[src/rtl/muldiv_sequencer.sv]
`default_nettype none
// ============================================================================
//  Module   : muldiv_sequencer
//  Purpose  : Launches the multi-cycle divider or multiplier for one
//             MULT/DIV operation, owns the architectural HI/LO registers,
//             and flags divide-by-zero and runaway operations.
//  Revision : 1.0 - initial release
// ============================================================================
module muldiv_sequencer #(
  parameter int TIMEOUT_CYCLES = 40
) (
  input  logic        clock,
  input  logic        reset,
  input  logic        op_start,
  input  logic        op_sel,
  input  logic [31:0] op_a,
  input  logic [31:0] op_b,
  input  logic        hi_we,
  input  logic        lo_we,
  input  logic [31:0] hilo_wdata,
  output logic        div_start,
  output logic [31:0] div_dividend,
  output logic [31:0] div_divisor,
  input  logic        div_finished,
  input  logic [31:0] div_quotient,
  input  logic [31:0] div_remainder,
  output logic        mult_start,
  output logic [31:0] mult_a,
  output logic [31:0] mult_b,
  input  logic        mult_done,
  input  logic [31:0] mult_hi,
  input  logic [31:0] mult_lo,
  output logic        busy,
  output logic        done,
  output logic        div_by_zero,
  output logic        timeout,
  output logic [31:0] hi,
  output logic [31:0] lo
);

  // Counter only has to reach TIMEOUT_CYCLES-1, so clog2 of the limit suffices.
  localparam int CNT_W = (TIMEOUT_CYCLES > 1) ? $clog2(TIMEOUT_CYCLES) : 1;
  localparam logic [CNT_W-1:0] CNT_LAST = CNT_W'(TIMEOUT_CYCLES - 1);

  typedef enum logic [2:0] {
    S_IDLE   = 3'd0,
    S_LAUNCH = 3'd1,
    S_SETTLE = 3'd2,
    S_WAIT   = 3'd3,
    S_WB     = 3'd4
  } state_t;

  state_t             state_q, state_d;
  logic               op_sel_q, op_sel_d;
  logic [31:0]        a_q, a_d;
  logic [31:0]        b_q, b_d;
  logic [CNT_W-1:0]   cnt_q, cnt_d;
  logic [31:0]        hi_q, hi_d;
  logic [31:0]        lo_q, lo_d;
  logic               done_q, done_d;
  logic               dbz_q, dbz_d;
  logic               timeout_q, timeout_d;
  logic               w_flag;

  // Completion flag of whichever unit was launched.
  assign w_flag = op_sel_q ? div_finished : mult_done;

  // State register and all architectural/pulse flops.
  always_ff @(posedge clock) begin
    if (reset) begin
      state_q   <= S_IDLE;
      op_sel_q  <= 1'b0;
      a_q       <= '0;
      b_q       <= '0;
      cnt_q     <= '0;
      hi_q      <= '0;
      lo_q      <= '0;
      done_q    <= 1'b0;
      dbz_q     <= 1'b0;
      timeout_q <= 1'b0;
    end else begin
      state_q   <= state_d;
      op_sel_q  <= op_sel_d;
      a_q       <= a_d;
      b_q       <= b_d;
      cnt_q     <= cnt_d;
      hi_q      <= hi_d;
      lo_q      <= lo_d;
      done_q    <= done_d;
      dbz_q     <= dbz_d;
      timeout_q <= timeout_d;
    end
  end

  // Next-state, HI/LO update and pulse generation.
  always_comb begin
    state_d   = state_q;
    op_sel_d  = op_sel_q;
    a_d       = a_q;
    b_d       = b_q;
    cnt_d     = cnt_q;
    hi_d      = hi_q;
    lo_d      = lo_q;
    done_d    = 1'b0;
    dbz_d     = 1'b0;
    timeout_d = 1'b0;
    case (state_q)
      S_IDLE: begin
        // MTHI/MTLO land here; an accepted op's WB overwrites them later.
        if (hi_we) hi_d = hilo_wdata;
        if (lo_we) lo_d = hilo_wdata;
        if (op_start) begin
          if (op_sel && (op_b == 32'd0)) begin
            dbz_d = 1'b1;
          end else begin
            op_sel_d = op_sel;
            a_d      = op_a;
            b_d      = op_b;
            state_d  = S_LAUNCH;
          end
        end
      end
      S_LAUNCH: state_d = S_SETTLE;
      S_SETTLE: begin
        // The divider's finished flag may still be stale here; ignore it.
        cnt_d   = '0;
        state_d = S_WAIT;
      end
      S_WAIT: begin
        if (w_flag) begin
          hi_d    = op_sel_q ? div_remainder : mult_hi;
          lo_d    = op_sel_q ? div_quotient  : mult_lo;
          state_d = S_WB;
        end else if (cnt_q == CNT_LAST) begin
          timeout_d = 1'b1;
          state_d   = S_IDLE;
        end else begin
          cnt_d = cnt_q + CNT_W'(1);
        end
      end
      S_WB: begin
        done_d  = 1'b1;
        state_d = S_IDLE;
      end
      default: state_d = S_IDLE;
    endcase
  end

  assign busy         = (state_q != S_IDLE);
  assign div_start    = (state_q == S_LAUNCH) &&  op_sel_q;
  assign mult_start   = (state_q == S_LAUNCH) && !op_sel_q;
  assign div_dividend = a_q;
  assign div_divisor  = b_q;
  assign mult_a       = a_q;
  assign mult_b       = b_q;
  assign done         = done_q;
  assign div_by_zero  = dbz_q;
  assign timeout      = timeout_q;
  assign hi           = hi_q;
  assign lo           = lo_q;

endmodule
`default_nettype wire

[config.mk]
export PLATFORM = sky130hd
export DESIGN_NAME = muldiv_sequencer
export DESIGN_NICKNAME = d
export VERILOG_FILES = /design/src/rtl/muldiv_sequencer.sv
export SDC_FILE = /design/constraint.sdc
export NUM_CORES = 1
export LEC_CHECK = 0
export BUFFER_PORTS_ARGS = -buffer_cell sky130_fd_sc_hd__buf_4
export CAP_MARGIN = 10
export CORE_AREA = 2 2 169 171
export CTS_CLUSTER_DIAMETER = 200
export DETAILED_ROUTE_END_ITERATION = 8
export DIE_AREA = 0 0 171 173
export PLACE_DENSITY = 0.59
export SYNTH_ARGS = -nofsm -noshare
export SYNTH_HDL_FRONTEND = slang
export SYNTH_SLANG_ARGS = --single-unit
export TNS_END_PERCENT = 5
[constraint.sdc]
create_clock -name clock -period 5.71 [get_ports clock]
set_input_delay 0 -clock clock [delete_from_list [all_inputs] [get_ports clock]]
set_output_delay 0 -clock clock [all_outputs]
set_load 0.05 [all_outputs]
Word-level counts from Yosys, hierarchy flattened. Cells that the tools add are included.

Bits in registers: 141. Input port bits: 232. Output and inout bits: 198. Word-level logic and storage cells: 64.

$add $sub $neg: 1. Equal/unequal tests: 13. Muxes and demuxes: 20. Bitwise logic cells: 4. Reductions and logical operators: 16.

Operators with widths (number): 32-bit 2-to-1 mux (6); 32-bit case mux with 2 select lines (2); 32-bit logical NOT (1); 3-bit AND reduction (5); 2-bit inequality test, second input constant (7); 3-bit 2-to-1 mux (4); 6-bit 2-to-1 mux (2); 3-bit case mux with 4 select lines (1); 6-bit case mux with 2 select lines (1); 6-bit by 1-bit adder with 6-bit output, second input constant (1); 3-bit by 2-bit equality test with 1-bit output, second input constant (2); 6-bit equality test, second input constant (1); 3-bit OR reduction (2); 1-bit 2-to-1 mux (4); 1-bit inverter (4); 2-bit nonzero test (2); 3-bit by 1-bit equality test with 1-bit output, second input constant (1); 3-bit equality test, second input constant (1); 1-bit logical AND (3); 3-bit logical NOT (1); 3-bit inequality test, second input constant (1); 3-bit nonzero test (1); 1-bit logical NOT (1).

Logic depth before layout (Yosys ltp).
Word-level depth: 5. Gate-level depth with buffers: 8. Mapped depth without buffers: 5.

Worst setup path before layout. Ideal clock, no wire load.

Path type: register -> output. Start point: register op_sel_q. End point: output port div_start. Arrival: 2769 ps. Data required time: 5710 ps. Path slack: 2941 ps. Cell stages (with the launch flop): 5. Path buffers: 3. Cells stage by stage: dfxtp_1 > clkbuf_1 > buf_2 > buf_1 > nor4b_1.

Word-level cells in the longest chain between the ends: 1.

RTL lines: start, declared (line 54) `logic op_sel_q, op_sel_d;`; start signal, assigned (line 83) `op_sel_q <= op_sel_d;`; 1-bit logical AND (line 150) `assign div_start = (state_q == S_LAUNCH) && op_sel_q;`; end, declared (line 21) `output logic div_start,`.

No other way between the ends.

Worst setup path in the final report.
Start point: register state_q[0]. End point: register hi_q[5], in the netlist hi[5].

Word-level cells in the longest chain between the ends: 3. Elaborated cells on any way between the ends: 7. Classes of those cells: eq/ne (3); mux (1); reduce/logical (3).

RTL lines: start, declared (line 53) `state_t state_q, state_d;`; start signal, assigned (line 82) `state_q <= state_d;`; 3-bit by 2-bit equality test with 1-bit output or 3-bit logical NOT (tied branches) (line 107) `case (state_q)`; 2-bit inequality test (no line) or 2-bit nonzero test (tied branches); 3-bit AND reduction (no line); end signal, assigned (line 87) `hi_q <= hi_d;`; end, declared (line 58) `logic [31:0] hi_q, hi_d;`.

Parallel ways exist; a longest one is shown, timed or not. A chain may end at the register's enable or synchronous reset.

==> reports/qor.yml <==
nNetsFinal: 1671
io_buffers: 429
synth.avg_cell_area_um2: 7.912
htree_levels: 4
instances_no_fill: 1832
grt_max_degree: 96
cts_tree: "built"
io_pins: 430
leakage_nw: 5.468
multi_input_area_mm2: 0.004456
yosys.area.top_type: "dfxtp_1"
report.final.slew_viol_count: 0
dr.pass1.iters: 5
yosys.cell_count.top_type: "nand2_1"
syn_nets: 1263
viasPerCell: 5.112
cts_buffers: 17
clkSlewWorstSetupHoldPaths_ns: 0.08
area_delta_synth_final_pct: 57.09
worstPathMaxFanout: 95
antenna_found_initial: 3
setup-tns-final_ns: 0
cp-start-kind: "flip-flop"
p_per_area_mw_per_mm2: 288.2
grt_pass1_vias: 9098
die_y_um: 173
hpwlAfterDp_mm: 23.51
finalCriticalPeriod_ns: 3.086
arrival_ns: 3.36
cts_sinks: 141
synth_area_mm2: 0.008149
max-slew-margin-rel: 0.2214
synth_edf_count: 0
utilization: 0.4633
synthFlopType: "dfxtp_1"
run_status: "finished, final reports clean"
rows: 61
synth_top_area_frac: 0.3464
cts_root_buf: "clkbuf_16"
fmax_mhz: 324.1
drc: 0
maxCapViolCount: 0
coreArea_mm2: 0.02763
async_reset_ff_frac: 0
ys_seq_area_frac: 0.3464
grt_util_all_layers: 0.2203
drive_gt1_frac: 0.3453
initial_utilization: 0.2949
tightest_slew_ns: 1.168
ir_drop_uv: 193.0
regArea_mm2: 0.002826
ys_seq_elements: 141
clkLatencyLatePin_ns: 0.42
ant_nets: 0
hold_viol_final: 0
drt_wl_total_mm: 34.10
routedWlPerCell_um: 18.61
yosys-top-cells-area: "dfxtp_1 (35%), mux2i_1 (8.5%), nand2_1 (7.7%), o211ai_1 (6.4%), buf_4 (5.9%)"
ys_types: 39
cts_resized: 0
finalClockSkew_ns: 0.01511
num_vias: 9366
setup_viol: 0
gp_congestion: 0.8588
nFillCells: 2731
syn_inst: 1030
hp-class: "in -> reg"
crit_required_ns: 5.98
ys_warn_count: 0
first_iter_violations: 799
rsz0062_at_grt: "no"
placed_cells: 1685
cts_max_path_buffers: 2
worstSetupPathType: "reg -> reg"
post-route-period-util: 0.5404
end_kind: "flip-flop"
grt_remaining_overflow: 0
die_w_um: 171
grt_first_pass_wirelength_mm: 51.47
synth_common_cells: "nand2_1 (168), dfxtp_1 (141), clkbuf_1 (81), a21oi_1 (72)"
dieArea_mm2: 0.02958
worst paths after layout:
| check | from | to | slack, ns | cells past startpoint |
|---|---|---|---|---|
| worst max-delay path | state_q[0] | hi[5] | 2.62 | 6 |
| worst min register to register | lo[6] | lo[6] | 0.45 | 2 |
| worst max register to register | state_q[0] | hi[5] | 2.62 | 6 |
| worst min-delay path | div_quotient[1] | lo[1] | 0.01 | 5 |
cells in the final DEF (no fill, tap or decap), types with 4 or more instances in the layout:
cell	Yosys	final
a211oi_1	4	4
a21oi_1	72	72
a22oi_1	35	33
a311o_1	7	7
and3_1	35	35
buf_4	64	444
clkbuf_16	0	17
dfxtp_1	141	140
dlygate4sd3_1	0	112
inv_6	0	6
mux2i_1	69	69
nand2_1	168	168
nand2b_1	4	4
nand3_1	60	59
nand4_1	35	35
nor2_1	16	16
nor2b_1	34	34
nor4_1	13	13
o211ai_1	69	69
o211ai_2	17	17
o21ai_0	35	35
or4_1	23	23
registers in the layout, summed over array words and instances (netlist names):
register	flops
div_dividend	32
div_divisor	32
hi	32
lo	32
cnt_q	6
state_q	3
div_by_zero	1
done	1
op_sel_q	1
timeout	1
routing by layer:
layer	share of wire	wire length [um]	vias up	track usage
met5	0	0	-	0
met4	0.022	739	0	0.07062
met3	0.086	2937	36	0.06867
met2	0.50	16890	404	0.3787
met1	0.40	13530	4418	0.2593
li1	-	-	4508	-
final cells by class:
cell class                 count  area share
tap                          378     0.03695
antenna                        3   0.0005865
timing repair buffer         556      0.3480
inverter                       3   0.0008797
clock inverter                12    0.009872
sequential                   141      0.2208
clock buffer                  20     0.03489
multi-input combinational    719      0.3481
worst max-delay path, stage by stage, from the launching register on:
cell and delay [ns]:
dfxtp_1 0.58, and3b_4 0.59, buf_4 0.77, nand2_1 0.12
o211ai_1 0.12, dlygate4sd3_1 0.59, a21oi_1 0.06
power by group:
group	total [W]	internal [W]	leakage, nW	switching, W
Clock	0.00113	0.000626	0.275	0.000504
Sequential	0.00117	0.00108	1.16	0.0000894
Combinational	0.00139	0.000499	4.03	0.000889
Total	0.00369	0.00221	5.47	0.00148
cells by family (layout without fill, tap and decap cells):
logic type / Yosys count / count (layout) / share of synthesized area
simple gates: 401 / 401 / 0.2470
fa+ha+maj: 1 / 1 / 0.001535
compound gates: 247 / 247 / 0.2082
flops: 141 / 141 / 0.3464
mux: 70 / 70 / 0.08614
other cells: 0 / 3 / 0
buf+inv: 170 / 591 / 0.1107
timing repair:
item	in CTS	in global routing
setup buffers	0	0
hold buffers	112	0
endpoints found under the hold margin	127	0
stage by stage:
stage	cell area, um^2	hold WS, ns	total power [W]	setup slack [ns]
2_1_floorplan	8149	0.1481	0.002098	2.941
3_3_place_gp	11100	0.2454	0.002502	3.205
3_5_place_dp	11100	0.2497	0.002512	3.200
4_1_cts	12790	0.0004094	0.003726	2.718
5_1_grt	12800	0.02586	0.003843	2.451
6_report	12800	0.01329	0.003690	2.624
No activity file was read; power rests on OpenSTA's default activity.
